## config.mk

```make
export PLATFORM = sky130hd
export DESIGN_NAME = per_uart_tx
export DESIGN_NICKNAME = d
export VERILOG_FILES = /design/src/rtl/per_uart_tx_pkg.sv /design/src/rtl/sync_fifo.sv /design/src/rtl/per_uart_tx.sv
export SDC_FILE = /design/constraint.sdc
export NUM_CORES = 1
export LEC_CHECK = 0
export BUFFER_PORTS_ARGS = -buffer_cell sky130_fd_sc_hd__buf_2
export CAP_MARGIN = 20
export CORE_AREA = 2 2 101 103
export CTS_BUF_LIST = sky130_fd_sc_hd__clkbuf_4
export DETAILED_ROUTE_END_ITERATION = 10
export DIE_AREA = 0 0 103 105
export GPL_ROUTABILITY_DRIVEN = 0
export PLACE_DENSITY_LB_ADDON = 0.25
export SYNTH_ARGS = -nofsm -noshare
export SYNTH_HDL_FRONTEND = slang
export SYNTH_SLANG_ARGS = --single-unit
```

## constraint.sdc

```tcl
create_clock -name clk -period 4.5 [get_ports clk]
set_clock_uncertainty 0.2 [all_clocks]
set_input_delay 0.675 -clock clk [delete_from_list [all_inputs] [get_ports clk]]
set_output_delay 0.675 -clock clk [all_outputs]
set_load 0.01 [all_outputs]
```

## src/rtl/per_uart_tx_pkg.sv

```systemverilog
// per_uart_tx_pkg
// Shared definitions for the per_uart_tx peripheral:
//   - word offsets of the four registers relative to BASE_ADDR
//   - bit positions inside CTRL and STATUS
//   - 2-bit encodings of the transmit FSM states
package per_uart_tx_pkg;

    // Register word offsets from BASE_ADDR
    localparam logic [1:0] REG_CTRL   = 2'd0;
    localparam logic [1:0] REG_BAUD   = 2'd1;
    localparam logic [1:0] REG_TXDATA = 2'd2;
    localparam logic [1:0] REG_STATUS = 2'd3;

    // CTRL bit positions
    localparam int CTRL_EN_BIT    = 0;
    localparam int CTRL_FLUSH_BIT = 1;
    localparam int CTRL_IE_BIT    = 2;

    // STATUS bit positions
    localparam int STAT_BUSY_BIT  = 0;
    localparam int STAT_FULL_BIT  = 1;
    localparam int STAT_EMPTY_BIT = 2;
    localparam int STAT_OVF_BIT   = 3;
    localparam int STAT_LEVEL_LSB = 8;
    localparam int STAT_LEVEL_W   = 5;

    // Transmit FSM states
    typedef enum logic [1:0] {
        ST_IDLE  = 2'b00,
        ST_START = 2'b01,
        ST_DATA  = 2'b10,
        ST_STOP  = 2'b11
    } tx_state_t;

endpackage

```

## src/rtl/sync_fifo.sv

```systemverilog
// sync_fifo
// Single-clock show-ahead FIFO. dout always presents the oldest entry, so a
// consumer can take it in the same cycle it asserts pop.
// Ports:
//   clk, rst  : clock, synchronous active-high reset
//   clear     : synchronous flush; wins over push and pop in the same cycle
//   push, din : write request and data; ignored when full unless popping
//   pop       : read request; ignored when empty
//   dout      : head entry (valid while !empty)
//   full, empty, level : occupancy flags and entry count
module sync_fifo #(
    parameter int WIDTH = 8,
    parameter int DEPTH = 4
) (
    input  logic                         clk,
    input  logic                         rst,
    input  logic                         clear,
    input  logic                         push,
    input  logic                         pop,
    input  logic [WIDTH-1:0]             din,
    output logic [WIDTH-1:0]             dout,
    output logic                         full,
    output logic                         empty,
    output logic [$clog2(DEPTH+1)-1:0]   level
);

    localparam int AW = (DEPTH > 1) ? $clog2(DEPTH) : 1;
    localparam int LW = $clog2(DEPTH + 1);

    logic [WIDTH-1:0] mem [DEPTH];
    logic [AW-1:0]    wr_ptr;
    logic [AW-1:0]    rd_ptr;
    logic [LW-1:0]    count;
    logic             do_push;
    logic             do_pop;

    assign full  = (count == LW'(DEPTH));
    assign empty = (count == '0);
    assign level = count;
    assign dout  = mem[rd_ptr];

    // A push into a full FIFO is still accepted when a pop frees a slot in
    // the same cycle. DEPTH is a power of two so the pointers wrap naturally.
    assign do_pop  = pop & ~empty & ~clear;
    assign do_push = push & ~clear & (~full | do_pop);

    always_ff @(posedge clk) begin
        if (do_push) begin
            mem[wr_ptr] <= din;
        end
    end

    always_ff @(posedge clk) begin
        if (rst || clear) begin
            wr_ptr <= '0;
            rd_ptr <= '0;
            count  <= '0;
        end else begin
            if (do_push) begin
                wr_ptr <= wr_ptr + AW'(1);
            end
            if (do_pop) begin
                rd_ptr <= rd_ptr + AW'(1);
            end
            case ({do_push, do_pop})
                2'b10:   count <= count + LW'(1);
                2'b01:   count <= count - LW'(1);
                default: count <= count;
            endcase
        end
    end

endmodule

```

## src/rtl/per_uart_tx.sv

```systemverilog
// per_uart_tx
// UART transmitter on the openMSP430 peripheral bus. Firmware queues bytes
// through TXDATA; the FSM sends each one as 8N1 on txd, every bit lasting
// BAUD+1 clk cycles.
// Ports:
//   clk, rst  : clock, synchronous active-high reset
//   per_addr  : peripheral word address
//   per_din   : write data
//   per_en    : access strobe
//   per_we    : byte write enables, [0] = low byte; 0 means read
//   per_dout  : read data, 0 when this block is not addressed
//   txd       : serial output, idle high
//   irq_tx    : FIFO empty and CTRL.IE set (registered)
module per_uart_tx
    import per_uart_tx_pkg::*;
#(
    parameter logic [7:0]  BASE_ADDR  = 8'h08,
    parameter int          FIFO_DEPTH = 4,
    parameter logic [15:0] DIV_RESET  = 16'd433
) (
    input  logic        clk,
    input  logic        rst,
    input  logic [7:0]  per_addr,
    input  logic [15:0] per_din,
    input  logic        per_en,
    input  logic [1:0]  per_we,
    output logic [15:0] per_dout,
    output logic        txd,
    output logic        irq_tx
);

    localparam int LVL_W = $clog2(FIFO_DEPTH + 1);

    // Bus decode
    logic [7:0] offset;
    logic [1:0] reg_off;
    logic       in_block;
    logic       wr_access;
    logic       rd_access;
    logic       ctrl_wr;
    logic       baud_wr_lo;
    logic       baud_wr_hi;
    logic       txdata_wr;
    logic       status_wr;
    logic       flush_req;

    // Register state
    logic        ctrl_en;
    logic        ctrl_ie;
    logic [15:0] baud;
    logic        ovf;
    logic [15:0] status_word;

    // FIFO interface
    logic             fifo_push;
    logic             fifo_pop;
    logic [7:0]       fifo_dout;
    logic             fifo_full;
    logic             fifo_empty;
    logic [LVL_W-1:0] fifo_level;

    // Transmit engine
    tx_state_t   state;
    tx_state_t   state_next;
    logic [15:0] baud_cnt;
    logic [15:0] baud_cnt_next;
    logic [2:0]  bit_idx;
    logic [2:0]  bit_idx_next;
    logic [7:0]  shift;
    logic [7:0]  shift_next;
    logic        txd_next;

    // Offsets 0..3 from BASE_ADDR select this block; the subtraction wraps
    // so addresses below the base fall outside.
    assign offset    = per_addr - BASE_ADDR;
    assign reg_off   = offset[1:0];
    assign in_block  = (offset[7:2] == 6'd0);
    assign wr_access = per_en & (|per_we) & in_block;
    assign rd_access = per_en & (per_we == 2'b00) & in_block;

    assign ctrl_wr    = wr_access & (reg_off == REG_CTRL)   & per_we[0];
    assign baud_wr_lo = wr_access & (reg_off == REG_BAUD)   & per_we[0];
    assign baud_wr_hi = wr_access & (reg_off == REG_BAUD)   & per_we[1];
    assign txdata_wr  = wr_access & (reg_off == REG_TXDATA) & per_we[0];
    assign status_wr  = wr_access & (reg_off == REG_STATUS) & per_we[0];
    assign flush_req  = ctrl_wr & per_din[CTRL_FLUSH_BIT];

    // A flush in the same cycle as a push discards the byte without OVF.
    assign fifo_push = txdata_wr & ~flush_req;

    sync_fifo #(
        .WIDTH (8),
        .DEPTH (FIFO_DEPTH)
    ) u_fifo (
        .clk   (clk),
        .rst   (rst),
        .clear (flush_req),
        .push  (fifo_push),
        .pop   (fifo_pop),
        .din   (per_din[7:0]),
        .dout  (fifo_dout),
        .full  (fifo_full),
        .empty (fifo_empty),
        .level (fifo_level)
    );

    // Control, divisor and overflow registers. OVF only latches for a push
    // that truly lost its byte, i.e. no pop freed a slot in that cycle.
    always_ff @(posedge clk) begin
        if (rst) begin
            ctrl_en <= 1'b0;
            ctrl_ie <= 1'b0;
            baud    <= DIV_RESET;
            ovf     <= 1'b0;
            irq_tx  <= 1'b0;
        end else begin
            if (ctrl_wr) begin
                ctrl_en <= per_din[CTRL_EN_BIT];
                ctrl_ie <= per_din[CTRL_IE_BIT];
            end
            if (baud_wr_lo) begin
                baud[7:0] <= per_din[7:0];
            end
            if (baud_wr_hi) begin
                baud[15:8] <= per_din[15:8];
            end
            if (fifo_push && fifo_full && !fifo_pop) begin
                ovf <= 1'b1;
            end else if (status_wr && per_din[STAT_OVF_BIT]) begin
                ovf <= 1'b0;
            end
            irq_tx <= ctrl_ie & fifo_empty;
        end
    end

    always_comb begin
        status_word = 16'h0000;
        status_word[STAT_BUSY_BIT]  = (state != ST_IDLE);
        status_word[STAT_FULL_BIT]  = fifo_full;
        status_word[STAT_EMPTY_BIT] = fifo_empty;
        status_word[STAT_OVF_BIT]   = ovf;
        status_word[STAT_LEVEL_LSB +: STAT_LEVEL_W] = STAT_LEVEL_W'(fifo_level);
    end

    // Read data is zero whenever this block is not the one being read,
    // because the peripheral bus ORs all slaves together.
    always_comb begin
        per_dout = 16'h0000;
        if (rd_access) begin
            case (reg_off)
                REG_CTRL: begin
                    per_dout[CTRL_EN_BIT] = ctrl_en;
                    per_dout[CTRL_IE_BIT] = ctrl_ie;
                end
                REG_BAUD:   per_dout = baud;
                REG_STATUS: per_dout = status_word;
                default:    per_dout = 16'h0000;
            endcase
        end
    end

    always_ff @(posedge clk) begin
        if (rst) begin
            state    <= ST_IDLE;
            baud_cnt <= 16'd0;
            bit_idx  <= 3'd0;
            shift    <= 8'd0;
            txd      <= 1'b1;
        end else begin
            state    <= state_next;
            baud_cnt <= baud_cnt_next;
            bit_idx  <= bit_idx_next;
            shift    <= shift_next;
            txd      <= txd_next;
        end
    end

    // Every bit is held until the counter reaches zero, then the counter is
    // reloaded from the live BAUD register, so a divisor change lands on the
    // next bit boundary. The current data bit is always shift[0].
    always_comb begin
        state_next    = state;
        baud_cnt_next = baud_cnt;
        bit_idx_next  = bit_idx;
        shift_next    = shift;
        fifo_pop      = 1'b0;

        case (state)
            ST_IDLE: begin
                if (ctrl_en && !fifo_empty) begin
                    fifo_pop      = 1'b1;
                    shift_next    = fifo_dout;
                    baud_cnt_next = baud;
                    bit_idx_next  = 3'd0;
                    state_next    = ST_START;
                end
            end
            ST_START: begin
                if (baud_cnt == 16'd0) begin
                    baud_cnt_next = baud;
                    state_next    = ST_DATA;
                end else begin
                    baud_cnt_next = baud_cnt - 16'd1;
                end
            end
            ST_DATA: begin
                if (baud_cnt == 16'd0) begin
                    baud_cnt_next = baud;
                    if (bit_idx == 3'd7) begin
                        state_next = ST_STOP;
                    end else begin
                        bit_idx_next = bit_idx + 3'd1;
                        shift_next   = {1'b0, shift[7:1]};
                    end
                end else begin
                    baud_cnt_next = baud_cnt - 16'd1;
                end
            end
            ST_STOP: begin
                if (baud_cnt == 16'd0) begin
                    state_next = ST_IDLE;
                end else begin
                    baud_cnt_next = baud_cnt - 16'd1;
                end
            end
            default: state_next = ST_IDLE;
        endcase

        // txd is registered from the next-state view so it changes on the
        // same edge as the state and never glitches.
        case (state_next)
            ST_START: txd_next = 1'b0;
            ST_DATA:  txd_next = shift_next[0];
            default:  txd_next = 1'b1;
        endcase
    end

endmodule
```

==> results.cfg, run 1 <==
[flow_run]
cap_violations = 0

[logic_synthesis]
synthCells = 464
synth_edf_count = 32
ys_seq_area_frac = 0.4468
synth_flop_cell = dfxtp_1
synth_nets = 507
synth_cell_types = 67
ys_seq_elements = 91
ys_warn_count = 0
avgSynthCellArea_sq_um = 10.33
syn_area_sq_mm = 0.004795
ys_async_sr_fraction = 0

[grt]
grt_pass1_vias = 3573
grt_pass1_wl_mm = 17.55
grt_max_degree = 31
antenna_found_initial = 0
gr-usage-all-layers = 0.2089
use_met1 = 0.2911
grt_busiest_layer = met2
grt.met2_usage = 0.3279
grt_overflow = 0
use_met3 = 0.03880

[clock_network]
cts-root-buf = clkbuf_4
insertion_delay_ps = 440
cts_resized = 0
ctsHtreeMaxLevel = 3
postCtsSetupRepairBufs = 0
numCtsBuffers = 9
cts.clk_slew.worst_paths_ps = 140
clk_path_buf_depth = 2
clkSinkCount = 91
cts_tree = done
hold_buffers = 0

[critical_path]
cp_slowest_cell = nor3b_2
end_kind = output port
crit_type = input pin to output port
critical_path_required_ps = 3620
crit_chain = buf_2 > inv_1 > ha_1 > xor2_1 > nor4b_2 > nand2_1 > nor3b_2 > and2_1 > buf_2
cp_data_arrival_time_ps = 2770
worst-path-max-fanout = 9
slowest_delay_ps = 570
cp_common_cell = buf_2
cp-start-kind = input pin

[place]
hpwl_mm = 7.719
dp.cells = 618
port_buffers = 46
dpl_worst_slack_ps = 906.6

[floorplan]
die_height_microns = 105
rows = 36
dieWidth_microns = 103
coreArea_sq_mm = 0.009639
die-area_sq_mm = 0.01082
ios = 47
initial_core_util = 0.4974

[finish]
final_common_cell = dfxtp_1
final_util = 0.5465
area_delta_synth_final_pct = 9.864
stdcell_count = 634
most-common-layout-cells = dfxtp_1 (59), nor2_1 (48), buf_2 (46), inv_1 (35), edfxtp_1 (32)
nets = 539
antenna-diode-count = 0
final_layout_size_suffix_gt1_frac = 0.1996

[timing]
slew_violations = 0
max_freq_mhz = 274.3
tns_ps = 0
worst_slew_pin_slew_ps = 873.3
min_period_ps = 3645
setup_ws_ps = 855.0
rsz0062_at_grt = no
maxSlewHeadroom = 0.4156
fin_crit_sh = 0.8100
hold_viol = 0
setup_viol = 0

[routing]
routed_wl_mm = 10.88
drcViolationCount = 0
wl_per_cell_microns = 17.16
vias = 3674
first_iter_violations = 220
final_antenna_net_count = 0
via_per_inst = 5.795
dr.pass1.iters = 7

[pwr]
powerDensity_mw_per_mm2 = 295.8
p_leak_uw = 0.001961
ir_worst_vdd_mv = 0.1378

[min_path]
holdCritPathClass = input pin to flop

[run_status]
outcome = finished clean
[flip-flops by register name (all words and copies together) (netlist names), 2 cells and up, named ones only]
register,cells
u_fifo.wr_ptr,2
shift,8
baud_cnt,16
u_fifo.mem,32
state,2
baud,16
bit_idx,3
u_fifo.rd_ptr,2
u_fifo.level,3
[where the power goes]
group	switching (uW)	internal [uW]
logic	73.0	40.3
clock network	288	300
registers	2.94	853
[cell type report]
cell class	count	area, sq um
inverter	35	131.4
timing repair buffer	49	252.7
multi-input combinational	310	2382
clock buffer	11	82.58
tap	133	166.4
fill	872	4372
clock inverter	5	110.1
sequential	91	2142
[final timing paths]
kind,startpoint,end,slack [ps],cells past startpoint
min reg2reg,shift[1],shift[1],280,2
max,per_addr[3],per_dout[5],850,9
max reg2reg,baud_cnt[0],shift[5],1370,7
min,per_din[8],baud[8],230,2
[worst max-delay path, delay by kind of cell]
family / cells / cell delay, ps
and+or+nand+nor: 4 / 1480
buffers and inverters: 3 / 260
adders and majority gates: 1 / 200
xor gates and xnor gates: 1 / 150
[cells by family after synthesis]
kind of cell	Yosys count	share of synthesized area
adder cells (fa/ha/maj)	14	0.03810
XOR/XNOR	9	0.01644
AND/OR/NAND/NOR	154	0.1816
buffers and inverters	63	0.05637
AO/OA/AOI/OAI	103	0.1772
flip-flops	91	0.4468
multiplexers	30	0.08351
[synth_stat cells (5+ instances only)]
cell type	number	area, sq um
or3_1	5	31.28
nand3_1	5	25.02
o31ai_1	6	45.04
a211oi_2	7	87.58
xnor2_1	5	43.79
a211o_1	5	43.79
o32ai_2	6	97.59
mux2i_1	22	220.2
a21oi_1	22	110.1
nand2_1	22	82.58
buf_2	6	30.03
edfxtp_1	32	960.9
ha_1	13	162.7
a22oi_1	6	45.04
clkbuf_1	16	60.06
dfxtp_1	59	1181
nor2_1	48	180.2
and2_1	15	93.84
mux4_2	8	180.2
nor2b_1	8	50.05
inv_1	35	131.4
o21ai_0	9	45.04
nand2b_1	5	31.28
nor3_1	12	60.06
[through the flow]
step,cell area [sq um],total power (uW),hold slack (ps)
floorplan,4795,952.4,243.5
global placement,5075,983.8,257.3
detailed placement,5075,986.2,266.6
CTS,5268,1562,213.2
global route,5268,1608,215.6
finish,5268,1558,225.0
[metal layers]
| layer | part of all wire | wire, microns | vias up |
|---|---|---|---|
| li1 | - | - | 1772 |
| met1 | 0.47 | 5081 | 1773 |
| met2 | 0.46 | 5048 | 113 |
| met3 | 0.057 | 619 | 16 |
| met4 | 0.012 | 130 | 0 |
| met5 | 0 | 0 | - |
Note: power is estimated with default switching activity, not from simulation.
==> run 2: changes to the inputs <==
clock period = 3.5 ns   (was 4.5 ns; I/O delays follow)
==> run 2 against run 1 <==
  * Utilization down 0.48 points
  * Worst hold slack worse by 170 ps
  * Flip-flop and latch count unchanged
==> results.cfg, run 2 (synthesized netlist as in run 1, its figures left out) <==
[run_status]
outcome = finished clean

[grt]
grt_pass1_vias = 3468
grt_overflow = 0
grt_pass1_wl_mm = 17.64
grt_max_degree = 31
antenna_found_initial = 0
gr-usage-all-layers = 0.2131

[place]
hpwl_mm = 7.728
dpl_worst_slack_ps = 224.9
port_buffers = 46

[routing]
routed_wl_mm = 10.85
vias = 3662
via_per_inst = 5.740
drcViolationCount = 0
first_iter_violations = 213
wl_per_cell_microns = 17.00
dr.pass1.iters = 5
final_antenna_net_count = 0

[clock_network]
cts_resized = 0
hold_buffers = 0
postCtsSetupRepairBufs = 0
cts.clk_slew.worst_paths_ps = 140
insertion_delay_ps = 460
clk_path_buf_depth = 2
cts-root-buf = clkbuf_4
clkSinkCount = 91
ctsHtreeMaxLevel = 3
cts_tree = done
numCtsBuffers = 9

[critical_path]
reg2reg_slack_ps = 620
worst-path-max-fanout = 9
end_kind = output port
cp-start-kind = input pin
reg2reg_depth = 11
crit_type = input pin to output port
worstReg2RegEnd = u_fifo.level[2]
cp_data_arrival_time_ps = 2580
r2r-start = u_fifo.level[0]
critical_path_required_ps = 2770

[finish]
final_layout_size_suffix_gt1_frac = 0.2059
antenna-diode-count = 0
top_regs = u_fifo.mem: 32 flops, baud: 16 flops, baud_cnt: 16 flops
top_register = u_fifo.mem
n_fill_cell = 883
most-common-layout-cells = dfxtp_1 (59), nor2_1 (48), buf_2 (46), inv_1 (35), edfxtp_1 (32)
largest_reg_flops = 32
area_delta_synth_final_pct = 8.899
final_common_cell = dfxtp_1
nets = 543

[min_path]
hold_end = baud[8]
min-delay-start = per_din[8]
holdCritPathClass = input pin to flop
whs_path_depth = 2

[floorplan]
ios = 47
die_height_microns = 105
dieWidth_microns = 103
die-area_sq_mm = 0.01082
rows = 36
initial_core_util = 0.4974
coreArea_sq_mm = 0.009639

[timing]
setup_ws_ps = 198.0
max_freq_mhz = 302.9
min_period_ps = 3302
fin_crit_sh = 0.9434
hold_viol = 0
worst_slew_pin_slew_ps = 825.3
maxSlewHeadroom = 0.4498
slew_violations = 0
tns_ps = 0
setup_viol = 0
rsz0062_at_grt = no

[pwr]
p_leak_uw = 0.001946
ir_worst_vdd_mv = 0.1605
powerDensity_mw_per_mm2 = 341.2

[flow_run]
cap_violations = 0
run 2: cell count changes in the layout (fill, tap and decap cells not counted):
cell	before	now
buf_4	3	7
bufinv_16	3	0
clkbuf_4	11	10
clkinv_4	0	2
clkinvlp_4	0	1
inv_2	0	2
inv_8	1	0
run 2: through the flow:
step	utilization	hold slack [ps]	total power [uW]	cells	cell area, sq um
6_report	0.5417	52.66	1781	638	5221
5_1_grt	0.5417	45.27	1859	638	5221
4_1_cts	0.5417	40.16	1790	638	5221
3_5_place_dp	0.5296	266.1	1273	622	5105
3_3_place_gp	0.5296	259.1	1269	622	5105
2_1_floorplan	-	243.5	1224	464	4795
run 2: where the power goes:
group          switching [uW]  internal (uW)
registers                3.70           1100
logic                    95.2           55.2
clock network             374            156
run 2: cell type report:
type                    instances  area, sq um  share of cell area
multi-input cells             310         2382              0.4563
flip-flops and latches         91         2142              0.4103
repair buffers                 53        282.8             0.05416
well taps                     133        166.4             0.03187
inverters                      35        131.4             0.02516
clock buffers                  10        75.07             0.01438
clock inverters                 6        41.29            0.007908
run 2: worst max path at each step:
| stage | startpoint | endpoint | slack (ps) | cells after the start |
|---|---|---|---|---|
| 2_1_floorplan | per_addr[3] | u_fifo.level[1] | 600 | 13 |
| 3_3_place_gp | per_addr[3] | per_dout[5] | 320 | 9 |
| 3_5_place_dp | per_addr[3] | per_dout[7] | 220 | 9 |
| 4_1_cts | per_addr[3] | per_dout[7] | 220 | 9 |
| 5_1_grt | per_addr[3] | per_dout[14] | 50 | 9 |
| 6_report | per_addr[3] | per_dout[7] | 200 | 9 |
run 2: layer usage:
metal	vias up	wire, microns	track usage
met2	118	4970	0.3288
met3	11	583	0.04080
met1	1752	5143	0.2993
met4	0	151	0.07049
met5	-	0	0
li1	1781	-	-
run 2: worst max-delay path, stage by stage:
cell	delay, ps
buf_2	90
inv_1	40
ha_1	190
xor2_1	150
nor4b_2	480
nand2_1	180
nor3b_2	560
and2_1	220
buf_2	130
